===== src/rtl/serial_fa_pkg.sv =====
// rtl/serial_fa_pkg.sv - shared types and demux reduction masks for the serial full-adder sequencer
package serial_fa_pkg;

  typedef enum logic [1:0] {
    IDLE = 2'd0,
    RUN  = 2'd1,
    DONE = 2'd2
  } state_t;

  // Demux outputs whose select value has odd parity (1,2,4,7) give the sum bit
  localparam logic [7:0] SUM_MASK   = 8'b1001_0110;
  // Demux outputs with two or more ones in the select (3,5,6,7) give the carry
  localparam logic [7:0] CARRY_MASK = 8'b1110_1000;

endpackage


===== src/rtl/fa_demux_cell.sv =====
// rtl/fa_demux_cell.sv - 1-bit full adder built from a 1:8 demux reduced by sum/carry masks
module fa_demux_cell
  import serial_fa_pkg::*;
(
  input  logic       in,
  input  logic [2:0] sel,
  output logic       s,
  output logic       co
);

  logic [7:0] w_dmx;

  // Route the single data input to the demux output selected by {a, b, c}
  always_comb begin
    w_dmx      = 8'd0;
    w_dmx[sel] = in;
  end

  assign s  = |(w_dmx & SUM_MASK);
  assign co = |(w_dmx & CARRY_MASK);

endmodule


===== src/rtl/serial_fa_sequencer.sv =====
// rtl/serial_fa_sequencer.sv - bit-serial W-bit adder controller; optional subtract mode via SERIAL_FA_SUB_EN
module serial_fa_sequencer
  import serial_fa_pkg::*;
#(
  parameter int W     = 8,
  parameter int CNT_W = $clog2(W)
) (
  input  logic         clk,
  input  logic         rst_n,
  input  logic         start,
  input  logic [W-1:0] a,
  input  logic [W-1:0] b,
  input  logic         cin,
`ifdef SERIAL_FA_SUB_EN
  input  logic         sub,
`endif
  output logic         busy,
  output logic         done,
  output logic [W-1:0] sum,
  output logic         cout,
  output logic         ovf
);

  state_t             r_state;
  logic [W-1:0]       r_a_sh;
  logic [W-1:0]       r_b_sh;
  logic [W-1:0]       r_sum_sh;
  logic               r_c;
  logic               r_c_msb_in;
  logic [CNT_W-1:0]   r_cnt;
  logic               r_busy;
  logic               r_done;
  logic [W-1:0]       r_sum;
  logic               r_cout;
  logic               r_ovf;
  logic               w_s;
  logic               w_co;
  logic [W-1:0]       w_b_load;
  logic               w_c_load;

  // Operand B and the initial carry as loaded on an accepted start
`ifdef SERIAL_FA_SUB_EN
  assign w_b_load = sub ? ~b : b;
  assign w_c_load = sub ? 1'b1 : cin;
`else
  assign w_b_load = b;
  assign w_c_load = cin;
`endif

  fa_demux_cell u_cell (
    .in  (1'b1),
    .sel ({r_a_sh[0], r_b_sh[0], r_c}),
    .s   (w_s),
    .co  (w_co)
  );

  // Control FSM: latch operands, shift one bit per cycle, publish results on DONE
  always_ff @(posedge clk or negedge rst_n) begin
    if (!rst_n) begin
      r_state    <= IDLE;
      r_a_sh     <= '0;
      r_b_sh     <= '0;
      r_sum_sh   <= '0;
      r_c        <= 1'b0;
      r_c_msb_in <= 1'b0;
      r_cnt      <= '0;
      r_busy     <= 1'b0;
      r_done     <= 1'b0;
      r_sum      <= '0;
      r_cout     <= 1'b0;
      r_ovf      <= 1'b0;
    end else begin
      case (r_state)
        IDLE: begin
          r_done <= 1'b0;
          r_cnt  <= '0;
          if (start) begin
            r_a_sh  <= a;
            r_b_sh  <= w_b_load;
            r_c     <= w_c_load;
            r_busy  <= 1'b1;
            r_state <= RUN;
          end
        end
        RUN: begin
          r_a_sh   <= r_a_sh >> 1;
          r_b_sh   <= r_b_sh >> 1;
          r_sum_sh <= {w_s, r_sum_sh[W-1:1]};
          r_c      <= w_co;
          if (r_cnt == CNT_W'(W - 1)) begin
            // Carry into the MSB is the carry present before the last bit is added
            r_c_msb_in <= r_c;
            r_state    <= DONE;
          end else begin
            r_cnt <= r_cnt + CNT_W'(1);
          end
        end
        DONE: begin
          r_sum   <= r_sum_sh;
          r_cout  <= r_c;
          r_ovf   <= r_c_msb_in ^ r_c;
          r_done  <= 1'b1;
          r_busy  <= 1'b0;
          r_state <= IDLE;
        end
        default: begin
          r_busy  <= 1'b0;
          r_done  <= 1'b0;
          r_state <= IDLE;
        end
      endcase
    end
  end

  assign busy = r_busy;
  assign done = r_done;
  assign sum  = r_sum;
  assign cout = r_cout;
  assign ovf  = r_ovf;

endmodule


===== config.mk =====
export PLATFORM = sky130hd
export DESIGN_NAME = serial_fa_sequencer
export DESIGN_NICKNAME = d
export VERILOG_FILES = /design/src/rtl/serial_fa_pkg.sv /design/src/rtl/fa_demux_cell.sv /design/src/rtl/serial_fa_sequencer.sv
export SDC_FILE = /design/constraint.sdc
export NUM_CORES = 1
export LEC_CHECK = 0
export CORE_MARGIN = 5
export CORE_UTILIZATION = 45
export CTS_CLUSTER_SIZE = 24
export DETAILED_ROUTE_END_ITERATION = 7
export GPL_TIMING_DRIVEN = 1
export MAX_ROUTING_LAYER = met4
export PLACE_DENSITY = 0.7
export SKIP_CTS_REPAIR_TIMING = 1
export SLEW_MARGIN = 15
export SYNTH_ARGS = -nofsm -noshare
export SYNTH_HDL_FRONTEND = slang
export SYNTH_HIERARCHICAL = 1
export SYNTH_SLANG_ARGS = --single-unit

===== constraint.sdc =====
create_clock -name clk -period 1.7 [get_ports clk]
set_clock_uncertainty 0.1 [all_clocks]
set_input_delay 0.17 -clock clk [delete_from_list [all_inputs] [get_ports clk]]
set_output_delay 0.17 -clock clk [all_outputs]
set_load 0.1 [all_outputs]

; ---- Word-level counts from Yosys, hierarchy flattened
; Cells that the tools add are included.
[totals]
wordCells = 49
output_inout_bits = 12
ff_bits = 43
in_bits = 20
[op_classes]
reduce_logical = 10
addsub = 1
n_eq_ne = 6
n_mux = 16
n_lt_le_gt_ge = 2
n_bitwise = 2
[op_table]
columns = cell, count
row1 = $pmux W8 S2, 2
row2 = $mux W8, 2
row3 = $reduce_and A2 Y1, 5
row4 = $reduce_or A4 Y1, 2
row5 = $ne A2 B2 Y1 const B, 3
row6 = $pmux W1 S2, 3
row7 = $pmux W3 S2, 1
row8 = $lt A3 B4 Y1 const B, 1
row9 = $mux W2, 2
row10 = $pmux W2 S2, 1
row11 = $add A3 B1 Y3 const B, 1
row12 = $demux W1 S3, 1
row13 = $eq A3 B3 Y1 const B, 1
row14 = $ge A3 B1 Y1 const B, 1
row15 = $mux W1, 3
row16 = $mux W3, 1
row17 = $eq A2 B1 Y1 const B, 1
row18 = $eq A2 B2 Y1 const B, 1
row19 = $logic_not A2 Y1, 1
row20 = $reduce_bool A2 Y1, 1
row21 = $logic_and A1 B1 Y1, 1
row22 = $not A1 Y1, 1
row23 = $xor A1 B1 Y1, 1

; ---- Logic depth before layout (Yosys ltp)
[logic_depth]
word_depth = 6
mapped_depth = 5
ltp_nobuf = 5

; ---- Cells and area by module
; The synthesis kept the hierarchy.
[by_module_without_submodules]
columns = module, area_each_um2, seq_area_each_um2, instances, cells_each
row1 = serial_fa_sequencer, 1826.8, 1076.0, 1, 165
row2 = fa_demux_cell, 47.5, 0.0, 1, 5

; ---- Worst setup path before layout
; No wires, ideal clock.
[synth_timing]
path_type = flip-flop to flip-flop
from = register r_cnt[0]
to = register r_c_msb_in
stages_incl_launch_ff = 5
slack_ns = 0.223
path_buffers = 0
synth_period_minus_slack_ns = 1.477
required_ns = 1.475
setup_ns = 0.125
arrival_ns = 1.252
cell_sequence = dfrtp_1 -> ha_1 -> ha_1 -> and2_4 -> mux2_4
[synth_via]
elab_chain_len = 2
[synth_rtl]
columns = element, line
row1 = "start, declared", serial_fa_sequencer.sv:30  ; logic [CNT_W-1:0] r_cnt;
row2 = "start signal, assigned", serial_fa_sequencer.sv:95  ; r_cnt <= r_cnt + CNT_W'(1);
row3 = $eq A3 B3 Y1, serial_fa_sequencer.sv:90  ; if (r_cnt == CNT_W'(W - 1)) begin
row4 = $reduce_and A2 Y1 (no line), n/a
row5 = "end signal, assigned", serial_fa_sequencer.sv:92  ; r_c_msb_in <= r_c;
row6 = "end, declared", serial_fa_sequencer.sv:29  ; logic r_c_msb_in;
; Every way passes these cells.
; A chain may end at the register's enable or synchronous reset.

; ---- Worst setup path after layout
; Same ends and word-level chain as after synthesis.

==> impl_metrics.yaml <==
setup_path:
  critPathLaunchType: "flip-flop"
  critPathCaptureType: "flip-flop"
  r2r_cells: 4
  regToRegStartpoint: "r_cnt[0]"
  arrival_ps: 1640
  timing.setup.critical_path_class: "reg2reg"
  critical_path.max_fanout: 8
  cp.required_ps: 1780
  timing.reg2reg.setup_slack_ps: 140
  reg2reg_to: "r_c_msb_in"
placement:
  dpl.cell_count: 248
  dp.final_hpwl_mm: 2.84
  pre_cts_slack_ps: 154
  gp_congestion: 0.774
  io_buffer_count: 31
timing:
  whs_ps: 282
  max_slew.worst_pin.slew_ps: 522
  max_freq_ghz: 0.641
  finalMaxSlewViolations: 0
  final_min_period_over_clock_period_pct: 91.8
  fin_ws_ps: 140
  maxSlewHeadroom_pct: 65.2
  min_period_ps: 1560
  final.setup.tns_ps: 0
  grt_setup_unrepaired: "no"
  final-hold-violation-count: 0
  setup_viol: 0
synth:
  synth_largest_type_area_fraction_pct: 57.4
  synth.cells.most_frequent: "sky130_fd_sc_hd__dfrtp_1 (43), sky130_fd_sc_hd__nand2_1 (32), sky130_fd_sc_hd__o22ai_1 (19)"
  dominantRegCellSynth: "sky130_fd_sc_hd__dfrtp_1"
  synth.area.top_cells: "sky130_fd_sc_hd__dfrtp_1 (57%), sky130_fd_sc_hd__nand2_1 (6.4%), sky130_fd_sc_hd__o22ai_1 (6.3%)"
  synth_sequential_area_ratio_pct: 57.4
  synth_cell_types: 31
  synth_seq_cells: 43
  synth.most_common_cell: "sky130_fd_sc_hd__dfrtp_1"
  synthCells: 170
  syn_area_um2: 1870
  async_reset_ff_share_pct: 100
  synth_warnings: 6
  yosysTopAreaCell: "sky130_fd_sc_hd__dfrtp_1"
  syn_area_per_cell_um2: 11.0
  synth_edf_count: 0
final_layout:
  drive_above_1_share_pct: 21.7
  areaGrowthSynthToFinish_pct: 32.5
  num-fill-cells: 352
  post_layout_nonfiller_instances: 257
  seqCellArea_um2: 1080
  layout.nets: 228
  antenna_cells: 0
  multi_input_area_um2: 723
grt:
  initial_antenna_violation_count: 0
  grt_usage_pct: 17.2
  grt_start_max_net_pins: 24
  number_of_global_route_vias_before_repair: 1460
  grt.overflow.total: 0
  grt_pass1_wl_mm: 6.95
floorplanning:
  die_area_um2: 5560
  floorplan.rows: 23
  die_height_um: 74.5
  boundaryPins: 32
  core_area_um2: 4030
  width_of_the_chip_um: 74.5
  initial_utilization_pct: 46.5
power_and_ir_drop:
  total_leakage_power_nw: 1.15
  pwr_density_cell_nw_per_um2: 2070
  ir_worst_vdd_uv: 1080
  p_total_mw: 5.14
outcome:
  outcome: "finished clean"
drt:
  dr.pass1.iters: 4
  drc: 0
  vias_per_cell: 5.49
  drt.antenna.violating_nets: 0
  wl_per_cell_um: 15.2
  routed_wirelength_mm: 3.92
  first_iter_violations: 89
  via_count: 1411
cts:
  cts_tree: "done"
  clock_latency_ps: 290
  numCtsBuffers: 5
  path_clk_slew_ps: 80
  htree_levels: 2
  clock-sinks: 43
  root_buffer_cell: "sky130_fd_sc_hd__clkbuf_8"
  max-clock-path-buffers: 2
min_path:
  worst_hold_path_type: "in2async"
flow_run:
  timing.max_cap.violations: 0
==> metal layers <==
layer / GRT usage [%] / vias up / wire length [um]
li1: - / 674 / -
met1: 21.5 / 698 / 1750
met5: - / - / 0
met4: 4.55 / 0 / 38
met2: 27.5 / 35 / 1930
met3: 4.59 / 4 / 193
==> area by class of cell <==
| type | count | share of cell area (%) |
|---|---|---|
| Clock buffer | 6 | 3.32 |
| Timing Repair Buffer | 38 | 19.3 |
| Inverter | 6 | 0.907 |
| Multi-Input combinational cell | 112 | 29.1 |
| Sequential cell | 43 | 43.4 |
| Clock inverter | 2 | 1.41 |
| Tap cell | 50 | 2.52 |
==> worst max-delay path: stages, from the launching register on <==
cell,delay (ps)
sky130_fd_sc_hd__dfrtp_1,420
sky130_fd_sc_hd__ha_1,210
sky130_fd_sc_hd__ha_1,260
sky130_fd_sc_hd__and2_4,180
sky130_fd_sc_hd__mux2_4,290
==> power breakdown <==
group	leakage (nW)	total [mW]	switching (mW)	internal, mW
sequential	0.531	1.86	0.413	1.45
combinational	0.553	2.47	1.41	1.05
clock	0.0612	0.817	0.342	0.475
==> cells by family (layout without fill, tap and decap cells) <==
family                   Yosys count  in the layout  synth area share [%]
AO/OA/AOI/OAI                     47             47                  16.5
AND/OR/NAND/NOR                   49             49                  12.5
flip-flops                        43             43                  57.4
adder cells (fa/ha/maj)            2              2                  1.33
other                              1              2                 0.200
buffers and inverters             16             52                  4.21
XOR/XNOR                           2              2                  1.67
multiplexers                      10             10                  6.21
==> sequential cells by signal (all words and copies together) (netlist names) <==
name,flops
r_state,2
busy,1
cout,1
r_sum_sh,8
ovf,1
r_c,1
r_cnt,3
r_c_msb_in,1
r_b_sh,8
sum,8
r_a_sh,8
done,1
==> worst max-delay path by stage <==
stage | start | end | slack, ps
CTS | r_cnt[0] | r_c_msb_in | 140
detailed placement | r_cnt[0] | r_c_msb_in | 150
global placement | r_cnt[0] | r_c_msb_in | 200
floorplan | r_cnt[0] | r_c_msb_in | 220
global route | r_cnt[0] | r_c_msb_in | 70
finish | r_cnt[0] | r_c_msb_in | 140
==> through the flow <==
stage / cell area (um2) / utilization, %
4_1_cts: 2470 / 61.4
5_1_grt: 2480 / 61.6
3_3_place_gp: 2350 / 58.4
6_report: 2480 / 61.6
3_5_place_dp: 2350 / 58.4
2_1_floorplan: 1880 / -
==> cell usage in the layout (no fill, tap or decap), drive strengths merged, types with 6 or more instances in the layout <==
cell / Yosys / final
a21oi: 10 / 10
o22ai: 19 / 19
inv: 6 / 6
nand2: 32 / 32
dfrtp: 43 / 43
buf: 8 / 19
o21ai: 6 / 6
mux2: 10 / 10
clkdlybuf4s50: 0 / 18
clkbuf: 2 / 6
Power figures use the tool's default switching activity.
